--- config.mk ---
export PLATFORM = sky130hd
export DESIGN_NAME = rsa_modexp
export DESIGN_NICKNAME = d
export VERILOG_FILES = /design/src/rtl/rsa_modexp.sv
export SDC_FILE = /design/constraint.sdc
export NUM_CORES = 2
export LEC_CHECK = 0
export BUFFER_PORTS_ARGS = -buffer_cell sky130_fd_sc_hd__buf_2
export CAP_MARGIN = 30
export CELL_PAD_IN_SITES_DETAIL_PLACEMENT = 0
export CELL_PAD_IN_SITES_GLOBAL_PLACEMENT = 1
export CORE_MARGIN = 4
export CORE_UTILIZATION = 35
export DETAILED_ROUTE_END_ITERATION = 12
export GPL_TIMING_DRIVEN = 0
export MAX_ROUTING_LAYER = met4
export PLACE_DENSITY_LB_ADDON = 0.1
export SLEW_MARGIN = 20
export SYNTH_ARGS = -nofsm -noshare
export SYNTH_HDL_FRONTEND = slang
export SYNTH_SLANG_ARGS = --single-unit
--- constraint.sdc ---
create_clock -name pclk -period 19.07 [get_ports pclk]
set_clock_uncertainty 0.05 [all_clocks]
set_input_delay 0.9535 -clock pclk [delete_from_list [all_inputs] [get_ports pclk]]
set_output_delay 0.9535 -clock pclk [all_outputs]
set_load 0.05 [all_outputs]
--- src/rtl/rsa_modexp.sv ---
// Memory-mapped Montgomery modular-exponentiation engine with a bit-serial
// radix-2 Montgomery multiplier and word-indexed operand access.
module rsa_modexp #(
    parameter int KEY_WIDTH = 64
) (
    input  logic        pclk,
    input  logic        reset,
    input  logic        bus_write_en,
    input  logic        bus_read_en,
    input  logic        RSA_ENABLE,
    input  logic [7:0]  bus_addr,
    input  logic [31:0] bus_write_data,
    output logic [31:0] bus_read_data,
    output logic        result_valid,
    output logic        busy,
    output logic        irq
);
    localparam int NW = KEY_WIDTH / 32;
    localparam int CW = $clog2(KEY_WIDTH + 2);
    localparam int EW = $clog2(KEY_WIDTH);

    localparam logic [7:0] ADDR_WSEL   = 8'h08;
    localparam logic [7:0] ADDR_MSG    = 8'h0C;
    localparam logic [7:0] ADDR_MOD    = 8'h10;
    localparam logic [7:0] ADDR_EXP    = 8'h14;
    localparam logic [7:0] ADDR_RR     = 8'h18;
    localparam logic [7:0] ADDR_CTRL   = 8'h1C;
    localparam logic [7:0] ADDR_RESULT = 8'h20;
    localparam logic [7:0] ADDR_STATUS = 8'h24;
    localparam logic [7:0] ADDR_EBITS  = 8'h28;

    typedef enum logic [2:0] {
        S_IDLE, S_INIT_X, S_INIT_Z, S_MULT, S_SQR, S_FINAL, S_DONE
    } state_t;

    state_t               state_q, state_d;
    logic [KEY_WIDTH-1:0] msg_q, msg_d, mod_q, mod_d, exp_q, exp_d, rr_q, rr_d;
    logic [KEY_WIDTH-1:0] res_q, res_d, x_q, x_d, z_q, z_d, a_q, a_d, b_q, b_d;
    logic [KEY_WIDTH+1:0] p_q, p_d;
    logic [CW-1:0]        cnt_q, cnt_d;
    logic [EW-1:0]        i_q, i_d;
    logic [31:0]          exp_bits_q, exp_bits_d;
    logic [7:0]           idx_q, idx_d;
    logic                 auto_q, auto_d, irq_en_q, irq_en_d;
    logic                 valid_q, valid_d, busy_q, busy_d, error_q, error_d, irq_q;

    logic                 wr, rd, idx_ok, oper_wr, ctrl_wr, abort, start, start_bad, res_rd;
    logic [EW-1:0]        i_nxt;
    logic                 last_cur, last_nxt;
    logic [KEY_WIDTH+1:0] m_ext, t_add, t_red, p_iter;
    logic [KEY_WIDTH-1:0] mm_out;

    function automatic logic [KEY_WIDTH-1:0] put_word(input logic [KEY_WIDTH-1:0] v,
                                                      input logic [7:0] idx,
                                                      input logic [31:0] d);
        put_word = v;
        for (int w = 0; w < NW; w++)
            if (idx == 8'(w)) put_word[w*32 +: 32] = d;
    endfunction

    function automatic logic [31:0] get_word(input logic [KEY_WIDTH-1:0] v,
                                             input logic [7:0] idx);
        get_word = '0;
        for (int w = 0; w < NW; w++)
            if (idx == 8'(w)) get_word = v[w*32 +: 32];
    endfunction

    assign wr        = bus_write_en & RSA_ENABLE;
    assign rd        = bus_read_en & RSA_ENABLE;
    assign idx_ok    = idx_q < 8'(NW);
    assign oper_wr   = wr & ~busy_q & idx_ok &
                       (bus_addr == ADDR_MSG || bus_addr == ADDR_MOD ||
                        bus_addr == ADDR_EXP || bus_addr == ADDR_RR);
    assign ctrl_wr   = wr & (bus_addr == ADDR_CTRL);
    assign abort     = ctrl_wr & bus_write_data[1];
    assign start     = ctrl_wr & bus_write_data[0] & ~bus_write_data[1] & ~busy_q;
    assign start_bad = ~mod_q[0] | (exp_bits_q == 32'd0) | (exp_bits_q > 32'(KEY_WIDTH));
    assign res_rd    = rd & (bus_addr == ADDR_RESULT) & idx_ok;

    assign i_nxt    = i_q + 1'b1;
    assign last_cur = (32'(i_q) == exp_bits_q - 32'd1);
    assign last_nxt = (32'(i_nxt) == exp_bits_q - 32'd1);

    // One Montgomery iteration: add A[j]*B, make even with M, halve.
    // P stays below 2M, so KEY_WIDTH+2 bits never overflow.
    assign m_ext  = {2'b00, mod_q};
    assign t_add  = p_q + (a_q[0] ? {2'b00, b_q} : '0);
    assign t_red  = t_add[0] ? t_add + m_ext : t_add;
    assign p_iter = t_red >> 1;
    assign mm_out = KEY_WIDTH'((p_q >= m_ext) ? p_q - m_ext : p_q);

    always_comb begin
        state_d    = state_q;
        msg_d      = msg_q;
        mod_d      = mod_q;
        exp_d      = exp_q;
        rr_d       = rr_q;
        res_d      = res_q;
        x_d        = x_q;
        z_d        = z_q;
        a_d        = a_q;
        b_d        = b_q;
        p_d        = p_q;
        cnt_d      = cnt_q;
        i_d        = i_q;
        exp_bits_d = exp_bits_q;
        idx_d      = idx_q;
        auto_d     = auto_q;
        irq_en_d   = irq_en_q;
        valid_d    = valid_q;
        busy_d     = busy_q;
        error_d    = error_q;

        if (wr) begin
            case (bus_addr)
                ADDR_WSEL: begin
                    idx_d  = bus_write_data[7:0];
                    auto_d = bus_write_data[8];
                end
                ADDR_MSG: if (oper_wr) msg_d = put_word(msg_q, idx_q, bus_write_data);
                ADDR_MOD: if (oper_wr) mod_d = put_word(mod_q, idx_q, bus_write_data);
                ADDR_EXP: if (oper_wr) exp_d = put_word(exp_q, idx_q, bus_write_data);
                ADDR_RR:  if (oper_wr) rr_d  = put_word(rr_q, idx_q, bus_write_data);
                ADDR_CTRL:   irq_en_d = bus_write_data[2];
                ADDR_STATUS: if (bus_write_data[0]) valid_d = 1'b0;
                ADDR_EBITS:  if (!busy_q) exp_bits_d = bus_write_data;
                default: ;
            endcase
        end
        if ((oper_wr || res_rd) && auto_q)
            idx_d = idx_q + 8'd1;

        case (state_q)
            S_IDLE: begin
                if (start) begin
                    valid_d = 1'b0;
                    if (start_bad) begin
                        error_d = 1'b1;
                    end else begin
                        error_d = 1'b0;
                        busy_d  = 1'b1;
                        state_d = S_INIT_X;
                        cnt_d   = '0;
                        i_d     = '0;
                    end
                end
            end
            S_INIT_X, S_INIT_Z, S_MULT, S_SQR, S_FINAL: begin
                if (cnt_q == '0) begin
                    p_d   = '0;
                    cnt_d = cnt_q + 1'b1;
                    case (state_q)
                        S_INIT_X: begin a_d = KEY_WIDTH'(1); b_d = rr_q; end
                        S_INIT_Z: begin a_d = msg_q;         b_d = rr_q; end
                        S_MULT:   begin a_d = x_q;           b_d = z_q;  end
                        S_SQR:    begin a_d = z_q;           b_d = z_q;  end
                        default:  begin a_d = x_q;           b_d = KEY_WIDTH'(1); end
                    endcase
                end else if (cnt_q <= CW'(KEY_WIDTH)) begin
                    p_d   = p_iter;
                    a_d   = a_q >> 1;
                    cnt_d = cnt_q + 1'b1;
                end else begin
                    cnt_d = '0;
                    case (state_q)
                        S_INIT_X: begin
                            x_d     = mm_out;
                            state_d = S_INIT_Z;
                        end
                        S_INIT_Z: begin
                            z_d     = mm_out;
                            state_d = exp_q[i_q] ? S_MULT : (last_cur ? S_FINAL : S_SQR);
                        end
                        S_MULT: begin
                            x_d     = mm_out;
                            state_d = last_cur ? S_FINAL : S_SQR;
                        end
                        S_SQR: begin
                            z_d     = mm_out;
                            i_d     = i_nxt;
                            state_d = exp_q[i_nxt] ? S_MULT : (last_nxt ? S_FINAL : S_SQR);
                        end
                        default: begin
                            x_d     = mm_out;
                            state_d = S_DONE;
                        end
                    endcase
                end
            end
            S_DONE: begin
                res_d   = x_q;
                valid_d = 1'b1;
                busy_d  = 1'b0;
                state_d = S_IDLE;
            end
            default: state_d = S_IDLE;
        endcase

        // Abort overrides everything, including a completion in the same cycle.
        if (abort) begin
            state_d = S_IDLE;
            busy_d  = 1'b0;
            valid_d = 1'b0;
            res_d   = res_q;
        end
    end

    always_ff @(posedge pclk or posedge reset) begin
        if (reset) begin
            state_q    <= S_IDLE;
            msg_q      <= '0;
            mod_q      <= '0;
            exp_q      <= '0;
            rr_q       <= '0;
            res_q      <= '0;
            x_q        <= '0;
            z_q        <= '0;
            a_q        <= '0;
            b_q        <= '0;
            p_q        <= '0;
            cnt_q      <= '0;
            i_q        <= '0;
            exp_bits_q <= '0;
            idx_q      <= '0;
            auto_q     <= 1'b0;
            irq_en_q   <= 1'b0;
            valid_q    <= 1'b0;
            busy_q     <= 1'b0;
            error_q    <= 1'b0;
            irq_q      <= 1'b0;
        end else begin
            state_q    <= state_d;
            msg_q      <= msg_d;
            mod_q      <= mod_d;
            exp_q      <= exp_d;
            rr_q       <= rr_d;
            res_q      <= res_d;
            x_q        <= x_d;
            z_q        <= z_d;
            a_q        <= a_d;
            b_q        <= b_d;
            p_q        <= p_d;
            cnt_q      <= cnt_d;
            i_q        <= i_d;
            exp_bits_q <= exp_bits_d;
            idx_q      <= idx_d;
            auto_q     <= auto_d;
            irq_en_q   <= irq_en_d;
            valid_q    <= valid_d;
            busy_q     <= busy_d;
            error_q    <= error_d;
            irq_q      <= valid_d & irq_en_d;
        end
    end

    always_comb begin
        bus_read_data = '0;
        if (rd) begin
            case (bus_addr)
                ADDR_WSEL:   bus_read_data = {23'd0, auto_q, idx_q};
                ADDR_MSG:    bus_read_data = get_word(msg_q, idx_q);
                ADDR_MOD:    bus_read_data = get_word(mod_q, idx_q);
                ADDR_EXP:    bus_read_data = get_word(exp_q, idx_q);
                ADDR_RR:     bus_read_data = get_word(rr_q, idx_q);
                ADDR_CTRL:   bus_read_data = {29'd0, irq_en_q, 2'b00};
                ADDR_RESULT: bus_read_data = get_word(res_q, idx_q);
                ADDR_STATUS: bus_read_data = {29'd0, error_q, busy_q, valid_q};
                ADDR_EBITS:  bus_read_data = exp_bits_q;
                default:     bus_read_data = '0;
            endcase
        end
    end

    assign result_valid = valid_q;
    assign busy         = busy_q;
    assign irq          = irq_q;

endmodule

-- Yosys cells after proc, flatten, opt, wreduce, memory -nomap -nowiden
Cells that the tools add are included.
- eq/ne operators: 27
- $lt $le $gt $ge: 6
- add/sub/neg operators: 7
- bitwise gates (word level): 22
- multiplexer cells: 63
- reduce and logical (&&, ||, !) cells: 39
- operators by type and width (cell ; number):
    32-bit two-way mux ; 11
    32-bit case mux with 9 select lines ; 1
    64-bit two-way mux ; 4
    66-bit two-way mux ; 3
    64-bit case mux with 3 select lines ; 1
    66-bit by 64-bit adder with 66-bit output ; 2
    64-bit case mux with 2 select lines ; 1
    66-bit by 64-bit greater-or-equal comparator with 1-bit output ; 1
    6-bit by 32-bit equality test with 1-bit output ; 2
    64-bit subtractor ; 1
    4-bit AND reduction ; 11
    8-bit by 5-bit equality test with 1-bit output, second input constant ; 4
    32-bit by 7-bit > comparator with 1-bit output, second input constant ; 1
    32-bit logical NOT ; 1
    32-bit by 1-bit subtractor with 32-bit output, second input constant ; 1
    6-bit two-way mux ; 5
    7-bit two-way mux ; 4
    8-bit by 6-bit equality test with 1-bit output, second input constant ; 3
    8-bit two-way mux ; 3
    3-bit two-way mux ; 7
    8-bit by 4-bit equality test with 1-bit output, second input constant ; 2
    1-bit two-way mux ; 15
    6-bit by 7-bit less-than comparator with 1-bit output, second input constant ; 2
    7-bit case mux with 2 select lines ; 1
    other kinds (31) ; 77
- register bits: 704
- bits of input ports: 45
- logic and storage cells: 189

-- Depth between registers and ports, before layout
- depth after elaboration: 9
- depth in mapped cells: 29

-- Worst setup path before layout
No wires, ideal clock.
- kind: register to register
- start: register a_q[0]
- end: register p_q[64]
- slack: 13.452 ns
- clock period less this slack: 5.618 ns
- data arrival time: 5.446 ns
- required time: 18.898 ns
- stages on the path, launching flop included: 26
- cells stage by stage: dfrtp_1 > clkbuf_1 > and2_1 > ha_1 > a21o_1 > or3_1 > o2111ai_1 > a21oi_1 > or2_2 > a21o_1 > a21o_1 > a31oi_1 > xnor2_1 > ha_1 > nand2_1 > nor2_1 > nand3_1 > or2_2 > or3_1 > o211ai_1 > a31oi_1 > o21ai_1 > a2111oi_0 > nor4_1 > mux2i_1 > nand2_1
- cells in the longest elaborated chain, start to end: 6
- RTL lines (what ; line ; source):
    start: declaration ; 38 ; logic [KEY_WIDTH-1:0] res_q, res_d, x_q, x_d, z_q, z_d, a_q, a_d, b_q, b_d;
    start signal: assignment ; 218 ; a_q <= '0;
    start signal: assignment ; 240 ; a_q <= a_d;
    64-bit two-way mux (*) ; 87 ; assign t_add = p_q + (a_q[0] ? {2'b00, b_q} : '0);
    66-bit by 64-bit adder with 66-bit output (*) ; 87 ;
    66-bit by 64-bit adder with 66-bit output ; 88 ; assign t_red = t_add[0] ? t_add + m_ext : t_add;
    66-bit two-way mux (*) ; 88 ;
    66-bit two-way mux (*) ; 159 ; end else if (cnt_q <= CW'(KEY_WIDTH)) begin
    66-bit two-way mux (*) ; 149 ; if (cnt_q == '0) begin
    end signal: assignment ; 242 ; p_q <= p_d;
    end: declaration ; 39 ; logic [KEY_WIDTH+1:0] p_q, p_d;
Every way passes the cells marked *; elsewhere a longest branch is shown, timed or not. The select of a mux whose other input is x is not followed.
A chain may end at the register's enable or synchronous reset.

-- Worst setup path in the final report
Same ends and word-level chain as after synthesis.

==> qor.yml <==
yosys:
  ys_ff_latch: 703
  synth_edf_count: 0
  synth-seq-area-share_pct: 39.04
  synth.avg_cell_area_um2: 9.108
  yosysWarnings: 0
  syn-num-nets: 5194
  synth_area_mm2: 0.04506
  async_flop_share_pct: 100.0
  synth_cell_types: 85
  ys_dominant_reg_cell: "dfrtp_1"
  syn_inst: 4947
cts:
  clk_latency_ns: 0.70
  holdBufCountCts: 0
  cts_made_buffers: 85
  path_clk_slew_ns: 0.07
  cts_resized: 0
  htree_levels: 3
  cts_sinks: 703
  cts_root_buffer: "clkbuf_16"
  cts_tree: "done"
  clock_path_buffers: 3
  post_cts_buffers: 0
flow_run:
  maxCapViolations: 0
final_layout:
  fill_cells: 13126
  syn2layout_area_growth_pct: 14.58
  fin_area_mm2: 0.05163
  multi_input_comb_area_mm2: 0.02568
  nNetsFinal: 5416
  drive_above_1_share_pct: 13.75
  ff_latch_area_mm2: 0.01759
sta:
  rsz0062_at_grt: "false"
  worst_slack_ns: 10.46
  setup_violations: 0
  slew_headroom_pct: 20.38
  hold_viol_final: 0
  tightest_slew_ns: 1.194
  fmax_ghz: 0.1161
  fin_crit_sh_pct: 45.17
  period_needed_ns: 8.614
  setup_tns_ns: 0
  slew_violations: 0
floorplanning:
  start_util_pct: 35.29
  io_pins: 80
  die-area_mm2: 0.1345
  core_area_mm2: 0.1277
  placementRows: 131
  die_w_um: 366.8
  fp.dieH_um: 366.8
hold_path:
  min_path_type: "in2async"
place:
  port_buffers: 73
  dp_hpwl_um: 181600
  place_ws_ns: 10.48
  gp_congestion: 1.070
  placed_cell_area_mm2: 0.04848
worst_setup_path:
  crit_type: "reg2reg"
  required_ns: 19.59
  crit_fanout: 10
  cp_slowest_cell: "o311ai_0"
  start_kind: "flop"
  timing.critical_path.buf_inv: 3
  crit_path_frequent_cell: "clkbuf_1"
  max_stage_delay_ns: 0.85
  crit_family: "compound AO/OA/AOI/OAI gates"
  cp-end-kind: "flop"
  critical_path_arrival_ns: 9.13
global_route:
  antenna_found_initial: 17
  overflow: 0
  grt_usage_pct: 33.53
  grt_pass1_wl_um: 313700
  grt_pass1_vias: 40263
  grt_start_max_net_pins: 34
detailed_routing:
  first_pass_iters: 8
  vias_per_cell: 6.072
  drtAntennaViolNets: 0
  wl_um: 225000
  drcViolationCount: 0
  wire_per_inst_um: 32.53
  vias: 41997
  drtIter0Drc: 4909
pwr:
  p_per_area_mw_per_mm2: 66.81
  ir_worst_vdd_v: 0.00006209
  p_leak_nw: 22.81
status:
  status: "finished, final reports clean"
==> per-stage QoR <==
step                      util, %  hold slack [ns]  power [mW]  cells
after floorplan                 -           0.4081       1.596   4947
after global placement      37.21           0.4405       1.668   6682
after detailed placement    37.97           0.4435       1.683   6735
after CTS                   40.34           0.2345       3.466   6891
after global routing        40.41           0.2868       3.539   6903
final                       40.43           0.2569       3.449   6917
==> Yosys cell counts, drive strengths merged (33+ instances only) <==
master / count / area (um2)
dfrtp: 703 / 17590
nand2: 545 / 2046
o21ai: 461 / 2311
a21oi: 356 / 1789
mux2: 317 / 3570
nor2: 311 / 1167
clkbuf: 292 / 1096
ha: 199 / 2490
a22oi: 180 / 1351
inv: 134 / 503.0
nand3: 129 / 645.6
xnor2: 117 / 1025
a31oi: 108 / 681.9
a21o: 98 / 735.7
o22ai: 93 / 581.8
xor2: 83 / 727.0
and2: 81 / 506.7
o211ai: 78 / 585.6
mux2i: 57 / 570.6
nor3: 53 / 270.3
buf: 50 / 235.2
nand4: 49 / 312.8
mux4: 42 / 945.9
a222oi: 33 / 330.3
==> where the power goes <==
part	internal (mW)	switching [mW]
Combinational	0.0371	0.118
Sequential	1.50	0.00810
Clock	1.07	0.722
==> final cells by class <==
| type | instances | area share (%) |
|---|---|---|
| multi-input combinational | 3767 | 49.73 |
| timing repair buffer | 135 | 2.625 |
| inverter | 135 | 0.9888 |
| antenna | 17 | 0.08240 |
| sequential | 703 | 34.07 |
| buffer | 342 | 2.615 |
| tap | 1662 | 4.028 |
| clock inverter | 39 | 1.093 |
| clock buffer | 117 | 4.760 |
==> worst reg2reg max path, stage by stage (launching register included) <==
cell	delay (ns)
dfrtp_1	0.34
clkbuf_1	0.63
clkbuf_1	0.36
and2_1	0.31
ha_1	0.35
nand4_1	0.25
a31oi_1	0.18
o311ai_0	0.86
a31oi_1	0.35
a2111oi_0	0.69
o21ba_2	0.32
o21ba_2	0.20
o21ai_1	0.10
a21boi_0	0.47
o21bai_1	0.13
xor2_1	0.18
ha_1	0.30
clkbuf_1	0.28
and3_1	0.25
nand3_1	0.17
or3_1	0.44
o21ai_1	0.21
a2111oi_0	0.17
nor4_1	0.61
mux2i_1	0.26
nand2_1	0.06
==> cells in the final DEF (no fill, tap or decap), drive strengths merged, types with 117 or more instances in the layout <==
cell type  instances
a21oi            356
a22oi            180
buf              183
clkbuf           411
dfrtp            703
ha               199
inv              138
mux2             317
nand2            545
nand3            129
nor2             311
o21ai            461
xnor2            117
==> state kept, by name (all words and copies together) (netlist names), 3 cells and up <==
name and count:
msg_q 64, rr_q 64, exp_bits_q 32, mod_q 64, state_q 3, z_q 64
i_q 6, x_q 64, res_q 64, exp_q 64, a_q 64, p_q 65
b_q 64, cnt_q 7, idx_q 8
==> kinds of logic after synthesis <==
kind of cell,synth area share [%]
multiplexers,11.29
adder cells (fa/ha/maj),5.659
buffers and inverters,4.079
XOR/XNOR,3.887
AO/OA/AOI/OAI,22.93
flip-flops,39.04
AND/OR/NAND/NOR,13.12
==> final timing paths <==
kind                                     startpoint             endpoint  slack, ns  cells past startpoint
min in group pclk                 bus_write_data[2]   irq_en_q$_DFF_PP0_       0.46                      3
worst min-delay path                          reset  rr_q[2]$_DFFE_PP0P_       0.26                      2
max in group asynchronous                     reset  p_q[54]$_DFFE_PP0P_      16.61                     10
worst min register to register  z_q[13]$_DFFE_PP0P_  z_q[13]$_DFFE_PP0P_       0.46                      2
worst max-delay path             a_q[0]$_DFFE_PP0P_  p_q[64]$_DFFE_PP0P_      10.46                     25
worst max register to register   a_q[0]$_DFFE_PP0P_  p_q[64]$_DFFE_PP0P_      10.46                     25
==> routing by layer <==
metal  wire (um)  vias up  track usage (%)
met3       16020      344            5.115
met5           0        -                -
met4       11820        0            15.35
met1      100300    21177            45.75
li1            -    18722                -
met2       96900     1754            49.10
(Power assumes the default switching activity.)
